==> config.mk <==
export PLATFORM = sky130hd
export DESIGN_NAME = dmem_arbiter
export DESIGN_NICKNAME = d
export VERILOG_FILES = /design/src/rtl/dmem_arb_pkg.sv /design/src/rtl/dmem_rr_pick.sv /design/src/rtl/dmem_arbiter.sv
export SDC_FILE = /design/constraint.sdc
export NUM_CORES = 1
export LEC_CHECK = 0
export CAP_MARGIN = 10
export CORE_MARGIN = 3
export CORE_UTILIZATION = 39
export DETAILED_ROUTE_END_ITERATION = 16
export GPL_ROUTABILITY_DRIVEN = 0
export PLACE_DENSITY = 0.84
export RECOVER_POWER = 25
export SLEW_MARGIN = 20
export SYNTH_ARGS = -nofsm -noshare
export SYNTH_HDL_FRONTEND = slang
export SYNTH_SLANG_ARGS = --single-unit
==> constraint.sdc <==
create_clock -name clk -period 3.7 [get_ports clk]
set_clock_uncertainty 0.1 [all_clocks]
set_input_delay 0.555 -clock clk [delete_from_list [all_inputs] [get_ports clk]]
set_output_delay 0.555 -clock clk [all_outputs]
set_load 0.05 [all_outputs]
==> src/rtl/dmem_arb_pkg.sv <==
// Shared definitions for the data-memory arbiter: FSM encoding, port ids,
// wait-state counter width and the alignment helper.
package dmem_arb_pkg;

  typedef enum logic [1:0] {
    IDLE   = 2'd0,
    ACCESS = 2'd1,
    RESP   = 2'd2
  } arb_state_t;

  localparam logic PORT_CPU   = 1'b0;
  localparam logic PORT_DBG   = 1'b1;
  localparam int   WAIT_CNT_W = 4;

  // A word access must have the two byte-offset bits clear.
  function automatic logic misaligned(input logic [1:0] lo);
    return lo != 2'b00;
  endfunction

endpackage

==> src/rtl/dmem_rr_pick.sv <==
// Combinational two-way round-robin pick. On a tie the port that did not
// win last time gets the grant; a lone requester always wins.
module dmem_rr_pick
  import dmem_arb_pkg::*;
(
  input  logic req0,
  input  logic req1,
  input  logic last_grant,
  output logic valid,
  output logic winner
);

  // Tie goes to the port other than the previous owner.
  always_comb begin
    valid  = req0 | req1;
    winner = PORT_CPU;
    if (req0 && req1) winner = ~last_grant;
    else if (req1)    winner = PORT_DBG;
  end

endmodule

==> src/rtl/dmem_arbiter.sv <==
// Two-port arbiter in front of a single-port word-addressed data memory.
// Round-robin grant, req/ack handshake, WAIT_CYCLES extra access cycles.
// Optional build macro DMEM_ARB_ALIGN_CHECK_EN: misaligned accesses are
// rejected with ack+err and never reach the memory.
module dmem_arbiter
  import dmem_arb_pkg::*;
#(
  parameter int width       = 32,
  parameter int AddrWidth   = 32,
  parameter int WAIT_CYCLES = 1
) (
  input  logic                 clk,
  input  logic                 rst,
  input  logic                 req0,
  input  logic                 req1,
  input  logic                 we0,
  input  logic                 we1,
  input  logic [AddrWidth-1:0] addr0,
  input  logic [AddrWidth-1:0] addr1,
  input  logic [width-1:0]     wdata0,
  input  logic [width-1:0]     wdata1,
  output logic                 ack0,
  output logic                 ack1,
  output logic [width-1:0]     rdata,
  output logic                 err,
  output logic                 busy,
  output logic                 grant_id,
  output logic                 mem_read,
  output logic                 mem_write,
  output logic [AddrWidth-1:0] mem_addr,
  output logic [width-1:0]     mem_wdata,
  input  logic [width-1:0]     mem_rdata
);

  localparam logic [WAIT_CNT_W-1:0] WAIT_INIT = WAIT_CNT_W'(WAIT_CYCLES);

  arb_state_t             state, state_nxt;
  logic                   last_grant;
  logic                   we_l;
  logic [AddrWidth-1:0]   addr_l;
  logic [width-1:0]       wdata_l;
  logic [WAIT_CNT_W-1:0]  cnt;

  logic                   pick_valid;
  logic                   pick_winner;
  logic                   win_we;
  logic [AddrWidth-1:0]   win_addr;
  logic [width-1:0]       win_wdata;
  logic                   skip_access;

  dmem_rr_pick u_pick (
    .req0       (req0),
    .req1       (req1),
    .last_grant (last_grant),
    .valid      (pick_valid),
    .winner     (pick_winner)
  );

  assign win_we    = pick_winner ? we1    : we0;
  assign win_addr  = pick_winner ? addr1  : addr0;
  assign win_wdata = pick_winner ? wdata1 : wdata0;

`ifdef DMEM_ARB_ALIGN_CHECK_EN
  logic err_l;

  assign skip_access = misaligned(win_addr[1:0]);

  // Remember whether the accepted transaction was rejected for alignment.
  always_ff @(posedge clk or posedge rst) begin
    if (rst)                            err_l <= 1'b0;
    else if (state == IDLE && pick_valid) err_l <= skip_access;
  end

  assign err = (state == RESP) & err_l;
`else
  assign skip_access = 1'b0;
  assign err         = 1'b0;
`endif

  // Next-state: accept in IDLE, count down in ACCESS, single RESP cycle.
  always_comb begin
    state_nxt = state;
    case (state)
      IDLE:    if (pick_valid) state_nxt = skip_access ? RESP : ACCESS;
      ACCESS:  if (cnt == '0)  state_nxt = RESP;
      RESP:    state_nxt = IDLE;
      default: state_nxt = IDLE;
    endcase
  end

  // State register.
  always_ff @(posedge clk or posedge rst) begin
    if (rst) state <= IDLE;
    else     state <= state_nxt;
  end

  // Accept-time latching, wait counter and read-data capture.
  always_ff @(posedge clk or posedge rst) begin
    if (rst) begin
      last_grant <= PORT_DBG;
      grant_id   <= PORT_CPU;
      we_l       <= 1'b0;
      addr_l     <= '0;
      wdata_l    <= '0;
      cnt        <= '0;
      rdata      <= '0;
    end else begin
      case (state)
        IDLE: if (pick_valid) begin
          last_grant <= pick_winner;
          grant_id   <= pick_winner;
          we_l       <= win_we;
          addr_l     <= win_addr;
          wdata_l    <= win_wdata;
          cnt        <= WAIT_INIT;
        end
        ACCESS: begin
          if (cnt == '0) begin
            if (!we_l) rdata <= mem_rdata;
          end else begin
            cnt <= cnt - 1'b1;
          end
        end
        default: ;
      endcase
    end
  end

  // Strobes are gated with rst so a write can never land on the falling
  // edge that follows a mid-transaction reset.
  assign mem_read  = (state == ACCESS) & ~we_l & ~rst;
  assign mem_write = (state == ACCESS) &  we_l & ~rst;
  assign mem_addr  = addr_l;
  assign mem_wdata = wdata_l;

  assign busy = (state != IDLE);
  assign ack0 = (state == RESP) & (grant_id == PORT_CPU);
  assign ack1 = (state == RESP) & (grant_id == PORT_DBG);

endmodule

Yosys cells after proc, flatten, opt, wreduce, memory -nomap -nowiden
Index checks and enable logic that the tools add are counted.

storage, ports and cells
  flip-flop bits (word level) = 105
  input port bits = 166
  output and inout bits = 103

cells by class
  add/sub/neg operators = 1
  equal/unequal tests = 5
  mux-type cells = 11
  bitwise gates (word level) = 11
  reduce and logical (&&, ||, !) cells = 9

operator list
  kind                                                                   count
  32-bit two-way mux                                                     2
  4-bit two-way mux                                                      2
  4-bit one-hot mux with 2 select lines                                  1
  1-bit AND                                                              6
  2-bit != test, second input constant                                   3
  3-bit AND reduction                                                    2
  4-bit logical NOT                                                      1
  2-bit two-way mux                                                      2
  1-bit NOT                                                              4
  2-bit one-hot mux with 2 select lines                                  1
  2-bit AND reduction                                                    2
  2-bit nonzero test                                                     2
  4-bit by 1-bit subtractor with 4-bit output, second input constant     1
  1-bit two-way mux                                                      3
  2-bit by 1-bit equality test with 1-bit output, second input constant  1
  2-bit equality test, second input constant                             1
  2-bit logical NOT                                                      1
  1-bit logical AND                                                      1
  1-bit OR                                                               1

Logic depth before layout (Yosys ltp)
Gate-level depths: netlist of run 1.

  depth after elaboration = 3
  mapped depth = 7
  depth with buffers taken out = 5

Hierarchy
A second synthesis of run 1 with hierarchy kept.

unflattened totals
  cells, all modules = 401
  area, all modules = 4,783.3 um^2

modules (own cells, without submodules)
  module        instances  cells an instance  area an instance (um^2)  sequential area each (um^2)
  dmem_arbiter  1          399                4,769.6                  2,628.8
  dmem_rr_pick  1          2                  13.8                     0.0

Worst setup path after synthesis of run 1
OpenSTA, ideal clock, no wires.

  path kind = register to output
  start point = register state[1]
  end point = output port mem_write
  arrival time = 1.794 ns
  setup slack = 1.251 ns
  cell stages (with the launch flop) = 3
  cell sequence = dfrtp_1 nand2b_1 nor3b_1

between the ends
  word-level cells in the longest chain between the ends = 3

RTL lines
  item                                            line                 source
  start: declaration                              dmem_arbiter.sv:37   arb_state_t state, state_nxt;
  start signal: assignment                        dmem_arbiter.sv:94   else state <= state_nxt;
  2-bit by 1-bit equality test with 1-bit output  dmem_arbiter.sv:132  assign mem_write = (state == ACCESS) & we_l & ~rst;
  1-bit AND (2 in a row)                          dmem_arbiter.sv:132
  end: declaration                                dmem_arbiter.sv:29   output logic mem_write,

No other way between the ends.

Worst setup path after layout of run 1
  start point = input port rst
  end point = output port mem_read

between the ends
  word-level cells in the longest chain between the ends = 2

RTL lines
  item                line                 source
  start: declaration  dmem_arbiter.sv:13   input logic rst,
  1-bit NOT           dmem_arbiter.sv:131  assign mem_read = (state == ACCESS) & ~we_l & ~rst;
  1-bit AND           dmem_arbiter.sv:131
  end: declaration    dmem_arbiter.sv:28   output logic mem_read,

No other way between the ends.

==> results of run 1 <==
==> area by class of cell <==
type	count	share of cell area
Inverter	5	0.00255
Clock inverter	5	0.00766
Timing Repair Buffer	273	0.350
Tap cell	143	0.0228
Sequential cell	105	0.335
Multi-Input combinational cell	327	0.251
Clock buffer	11	0.0310
==> synthesized netlist by cell type (2+ instances only) <==
cell type / instances
clkbuf_1: 29
mux2_2: 2
a21oi_1: 68
nand2_1: 132
mux2_4: 30
dfrtp_1: 104
buf_12: 3
buf_2: 6
mux2i_1: 2
ha_1: 2
and2_1: 2
inv_1: 5
a31oi_1: 66
nor3b_1: 2
nor2_1: 2
==> critical path, cell delays in order <==
cell and delay (ns):
dlygate4sd3_1 0.59, nor3_1 0.21, clkdlybuf4s50_1 0.83
==> worst paths after layout <==
kind	from	endpoint	slack [ns]
min	cnt[0]	cnt[0]	0.40
max reg2reg	cnt[0]	rdata[17]	1.08
max	rst	mem_read	0.86
max in group asynchronous	rst	last_grant	1.19
min in group asynchronous	rst	rdata[2]	1.20
min reg2reg	cnt[0]	cnt[0]	0.40
==> layer usage <==
metal	global-route usage	share of wire
met5	0	0
met4	0.0596	0.018
met3	0.0452	0.085
met2	0.359	0.49
met1	0.276	0.41
==> registers in the layout, summed over array words and instances, names as in the netlist <==
name and cells:
mem_addr 32, last_grant 1, grant_id 1, state 2
mem_wdata 32, we_l 1, rdata 32, cnt 4
==> stage by stage <==
step	cells	worst slack [ns]
5_1_grt	869	0.785
3_5_place_dp	853	0.941
6_report	869	0.858
3_3_place_gp	853	0.971
4_1_cts	869	0.878
2_1_floorplan	478	0.286
==> power groups by stage <==
stage	registers [W]	logic [W]	clock network, W
6_report	0.00210	0.00486	0.000970
5_1_grt	0.00217	0.00511	0.00103
4_1_cts	0.00210	0.00489	0.000989
3_5_place_dp	0.00211	0.00488	0
3_3_place_gp	0.00207	0.00480	0
2_1_floorplan	0.00394	0.00137	0
==> cells by family after synthesis <==
logic type	Yosys count
flops	105
buf+inv	46
simple gates	149
fa+ha+maj	2
other cells	1
compound gates	141
mux	34
==> impl_metrics.py, run 1 <==
metrics = {
    "power_and_ir_drop": {
        "p_int_w": 0.00405,
        "power_density_mw_per_mm2": 1010,
        "seqPwrFrac": 0.265,
        "p_clk_frac": 0.122,
        "power.leakage_nw": 3.34,
        "vdd_ir_drop_max_uv": 500,
        "netSwitchingFraction": 0.490,
        "power.total_w": 0.00793,
        "switchingPower_w": 0.00388,
        "combPwrFrac": 0.613,
    },
    "yosys": {
        "synth_top_family_by_area": "compound AO/OA/AOI/OAI gates",
        "ys_types": 38,
        "synth_top_area_share": 0.541,
        "synth_top_area_cell": "dfrtp_1",
        "ys_ff_latch": 105,
        "ys_seq_area_frac": 0.547,
        "synth_compound_area_frac": 0.168,
        "synth_area_per_cell_um2": 10.1,
        "synth_ff_type": "dfrtp_1",
        "synth-simple-area-share": 0.127,
        "yosys.area_share.adder": 0.00520,
        "muxShareOfSynthArea": 0.102,
        "netlist_instances": 478,
        "synth_edf_count": 0,
        "yosys_warnings": 0,
        "synth-xor-area-share": 0,
        "synthArstFlopShare": 1.00,
        "syn_nets": 646,
        "ys_top_cells_by_area": "dfrtp_1 54%, nand2_1 10%, mux2_4 9.4%",
        "synthesis.area_mm2": 0.00481,
    },
    "sta": {
        "tightest_slew_ns": 2.15,
        "max_clock_freq_mhz": 352,
        "whs_ns": 0.400,
        "slew_headroom": -0.441,
        "grt_setup_unrepaired": "no",
        "post-route-min-period_ns": 2.84,
        "finalMaxSlewViolations": 48,
        "tns_ns": 0,
        "fin_crit_sh": 0.768,
        "final_hold_viol_count": 0,
        "finalSetupViolCount": 0,
    },
    "final_layout": {
        "nFillCells": 891,
        "register_area_mm2": 0.00263,
        "final_cell_mix": "266 x clkdlybuf4s50_1, 132 x nand2_1, 104 x dfrtp_1",
        "area_growth_pct": 62.9,
        "nets": 889,
        "multi_input_area_mm2": 0.00196,
        "final_common_cell": "clkdlybuf4s50_1",
        "stdcell_area_mm2": 0.00784,
        "drive_gt1_frac": 0.0868,
        "final_util": 0.669,
        "diodes": 0,
    },
    "outcome": {
        "violations": "max-capacitance violations, max-slew violations",
        "status": "finished, violations left",
    },
    "die": {
        "die_y_um": 117,
        "initial_utilization": 0.411,
        "dieArea_mm2": 0.0137,
        "die_w_um": 117,
        "design.core.area_mm2": 0.0117,
        "io_pins": 269,
        "num_rows": 39,
    },
    "place": {
        "io_buffers": 267,
        "place_hpwl_um": 10900,
        "placed_cell_area_mm2": 0.00753,
    },
    "global_routing": {
        "overflow": 0,
        "grt_usage": 0.212,
        "grt_pass1_wl_um": 23000,
        "grt_pass1_vias": 4542,
        "antenna_found_initial": 0,
        "grt_max_degree": 70,
    },
    "routing": {
        "ant_nets": 0,
        "vias": 4605,
        "wirelength_um": 15300,
        "drt_iter0_markers": 305,
        "wl_per_cell_um": 17.6,
        "firstDrtPassIters": 4,
        "drcViolationCount": 0,
        "vias_per_cell": 5.30,
    },
    "setup_path": {
        "worst_setup_path_end_kind": "primary output",
        "worstSetupPathType": "input pin to primary output",
        "startpoint_type": "input pin",
        "crit_fanout": 3,
        "r2r_cells": 5,
        "arrival_ns": 2.19,
        "crit_required_ns": 3.04,
    },
    "clock_network": {
        "clock_latency_ns": 0.33,
        "cts_tree": "built",
        "cts_setup_buffers": 0,
        "cts_root_buffer": "clkbuf_16",
        "cts_hold_buf": 0,
        "cts_resized": 0,
        "clk_pin_slew_ns": 0.07,
        "clkSinkCount": 105,
        "htreeDepth": 3,
        "cts_buffer_depth": 2,
        "cts_buffers": 9,
    },
    "run": {
        "max_cap_viol_count": 1,
    },
    "hold_path": {
        "whs_path_depth": 1,
        "hp-class": "flip-flop to flip-flop",
    },
}
No activity file was read; power rests on OpenSTA's default activity.
==> run 2, diff against run 1 <==
Settings changed: CORE_UTILIZATION 39 to 35, PLACE_DENSITY 0.84 to 0.8.
Clock period 3.7 ns to 2.45 ns, I/O delays scaled along.
==> run 2 against run 1 <==
Compared with the run above:
- largest power group unchanged
- the flow now finishes without violations
- routed wire length down 0.14%
- worst setup slack worse by 0.71 ns
- clock power is 49% higher
- power rose by 51%
- register-to-register slack worse by 0.93 ns
- highest routed layer unchanged
==> impl_metrics.py, run 2 (synthesized netlist as in run 1, its figures left out) <==
metrics = {
    "routing": {
        "wl_per_cell_um": 16.8,
        "wirelength_um": 15200,
        "drt_iter0_markers": 249,
        "vias": 4647,
        "firstDrtPassIters": 4,
        "drcViolationCount": 0,
        "ant_nets": 0,
        "vias_per_cell": 5.12,
    },
    "sta": {
        "fin_ws_ns": 0.148,
        "finalMaxSlewViolations": 0,
        "fin_crit_sh": 0.939,
        "max_clock_freq_mhz": 434,
        "post-route-min-period_ns": 2.30,
        "final_hold_viol_count": 0,
        "tns_ns": 0,
        "grt_setup_unrepaired": "no",
        "tightest_slew_ns": 1.00,
        "slew_headroom": 0.332,
        "finalSetupViolCount": 0,
    },
    "setup_path": {
        "arrival_ns": 1.83,
        "crit_required_ns": 1.98,
        "crit_chain": "and3b_1 > clkdlybuf4s50_1",
        "startpoint_type": "flip-flop",
        "crit_fanout": 6,
        "worstSetupPathType": "flip-flop to primary output",
        "worst_setup_path_end_kind": "primary output",
        "cp-startpoint": "state[0]",
        "max_stage_delay_ns": 0.81,
        "reg2reg_from": "cnt[0]",
        "cpMaxStageDelayCell": "clkdlybuf4s50_1",
    },
    "outcome": {
        "status": "completed",
    },
    "die": {
        "die_w_um": 123,
        "die_y_um": 123,
        "dieArea_mm2": 0.0152,
        "design.core.area_mm2": 0.0133,
        "initial_utilization": 0.360,
        "num_rows": 42,
        "io_pins": 269,
    },
    "final_layout": {
        "final_cell_mix": "262 x clkdlybuf4s50_1, 132 x nand2_1, 104 x dfrtp_1",
        "final_common_cell": "clkdlybuf4s50_1",
        "area_growth_pct": 64.9,
        "drive_gt1_frac": 0.0958,
        "nets": 894,
        "diodes": 0,
    },
    "clock_network": {
        "cts_resized": 0,
        "clk_pin_slew_ns": 0.07,
        "cts_setup_buffers": 0,
        "cts_buffer_depth": 2,
        "clkSinkCount": 105,
        "cts_root_buffer": "clkbuf_16",
        "htreeDepth": 3,
        "cts_hold_buf": 0,
        "cts_buffers": 9,
        "cts_tree": "built",
        "clock_latency_ns": 0.34,
    },
    "hold_path": {
        "holdCritStartpoint": "rdata[12]",
        "hp-class": "flip-flop to flip-flop",
    },
    "power_and_ir_drop": {
        "power_density_mw_per_mm2": 1510,
        "power.leakage_nw": 3.37,
        "vdd_ir_drop_max_uv": 626,
    },
    "global_routing": {
        "grt_max_degree": 74,
        "overflow": 0,
        "antenna_found_initial": 0,
        "grt_usage": 0.198,
        "grt_pass1_vias": 4717,
        "grt_pass1_wl_um": 23700,
    },
    "place": {
        "dp_slack_ns": 0.174,
        "place_hpwl_um": 11100,
        "io_buffers": 267,
    },
    "run": {
        "max_cap_viol_count": 0,
    },
}
run 2: cell count changes in the layout (fill, tap and decap cells not counted):
cell / delta
buf_4: +4
clkdlybuf4s50_1: -4
buf_12: +3
clkbuf_1: +2
inv_6: -2
and2_2: +1
and2_4: -1
clkbuf_2: +1
clkbuf_4: +1
clkinv_4: +1
clkinvlp_2: -1
run 2: path summary, 6_finish.rpt:
path	to	slack [ns]	depth (start not counted)
setup / recovery	ack1	0.15	2
hold / removal	rdata[12]	0.41	1
setup reg to reg	rdata[18]	0.15	6
hold reg to reg	rdata[12]	0.41	1
max in group asynchronous	mem_addr[30]	0.76	3
min in group asynchronous	rdata[0]	0.72	3
run 2: metal layers:
metal,vias up,share of wire,track usage
met1,2256,0.38,0.236
met3,23,0.095,0.0613
li1,2160,-,-
met2,208,0.51,0.338
met5,-,0,0
met4,0,0.020,0.0678
run 2: report_power, final:
| group | switching, W | internal (W) | leakage (nW) |
|---|---|---|---|
| combinational | 0.00469 | 0.00270 | 2.03 |
| sequential | 0.000537 | 0.00263 | 1.20 |
| clock | 0.000622 | 0.000823 | 0.144 |
| total | 0.00585 | 0.00615 | 3.37 |
run 2: cell type report:
type | instances | area (um2)
Tap cell | 176 | 220
Fill cell | 1133 | 5420
Clock inverter | 3 | 43.8
Multi-Input combinational cell | 327 | 1960
Timing Repair Buffer | 278 | 2810
Sequential cell | 105 | 2630
Inverter | 5 | 22.5
Clock buffer | 13 | 250
run 2: critical path, delay by kind of cell, from the launching register on:
family / cells / cell delay [ns]
buffers and inverters: 1 / 0.81
AND/OR/NAND/NOR: 1 / 0.23
flip-flops: 1 / 0.45
run 2: through the flow:
step	utilization	cell area (um2)	instances	power [W]	hold WS (ns)
finish	0.594	7930	907	0.0120	0.408
global placement	0.573	7650	891	0.0105	0.382
floorplan	-	4810	478	0.00802	0.330
detailed placement	0.573	7650	891	0.0106	0.391
CTS	0.595	7950	907	0.0121	0.411
global route	0.594	7930	907	0.0126	0.416
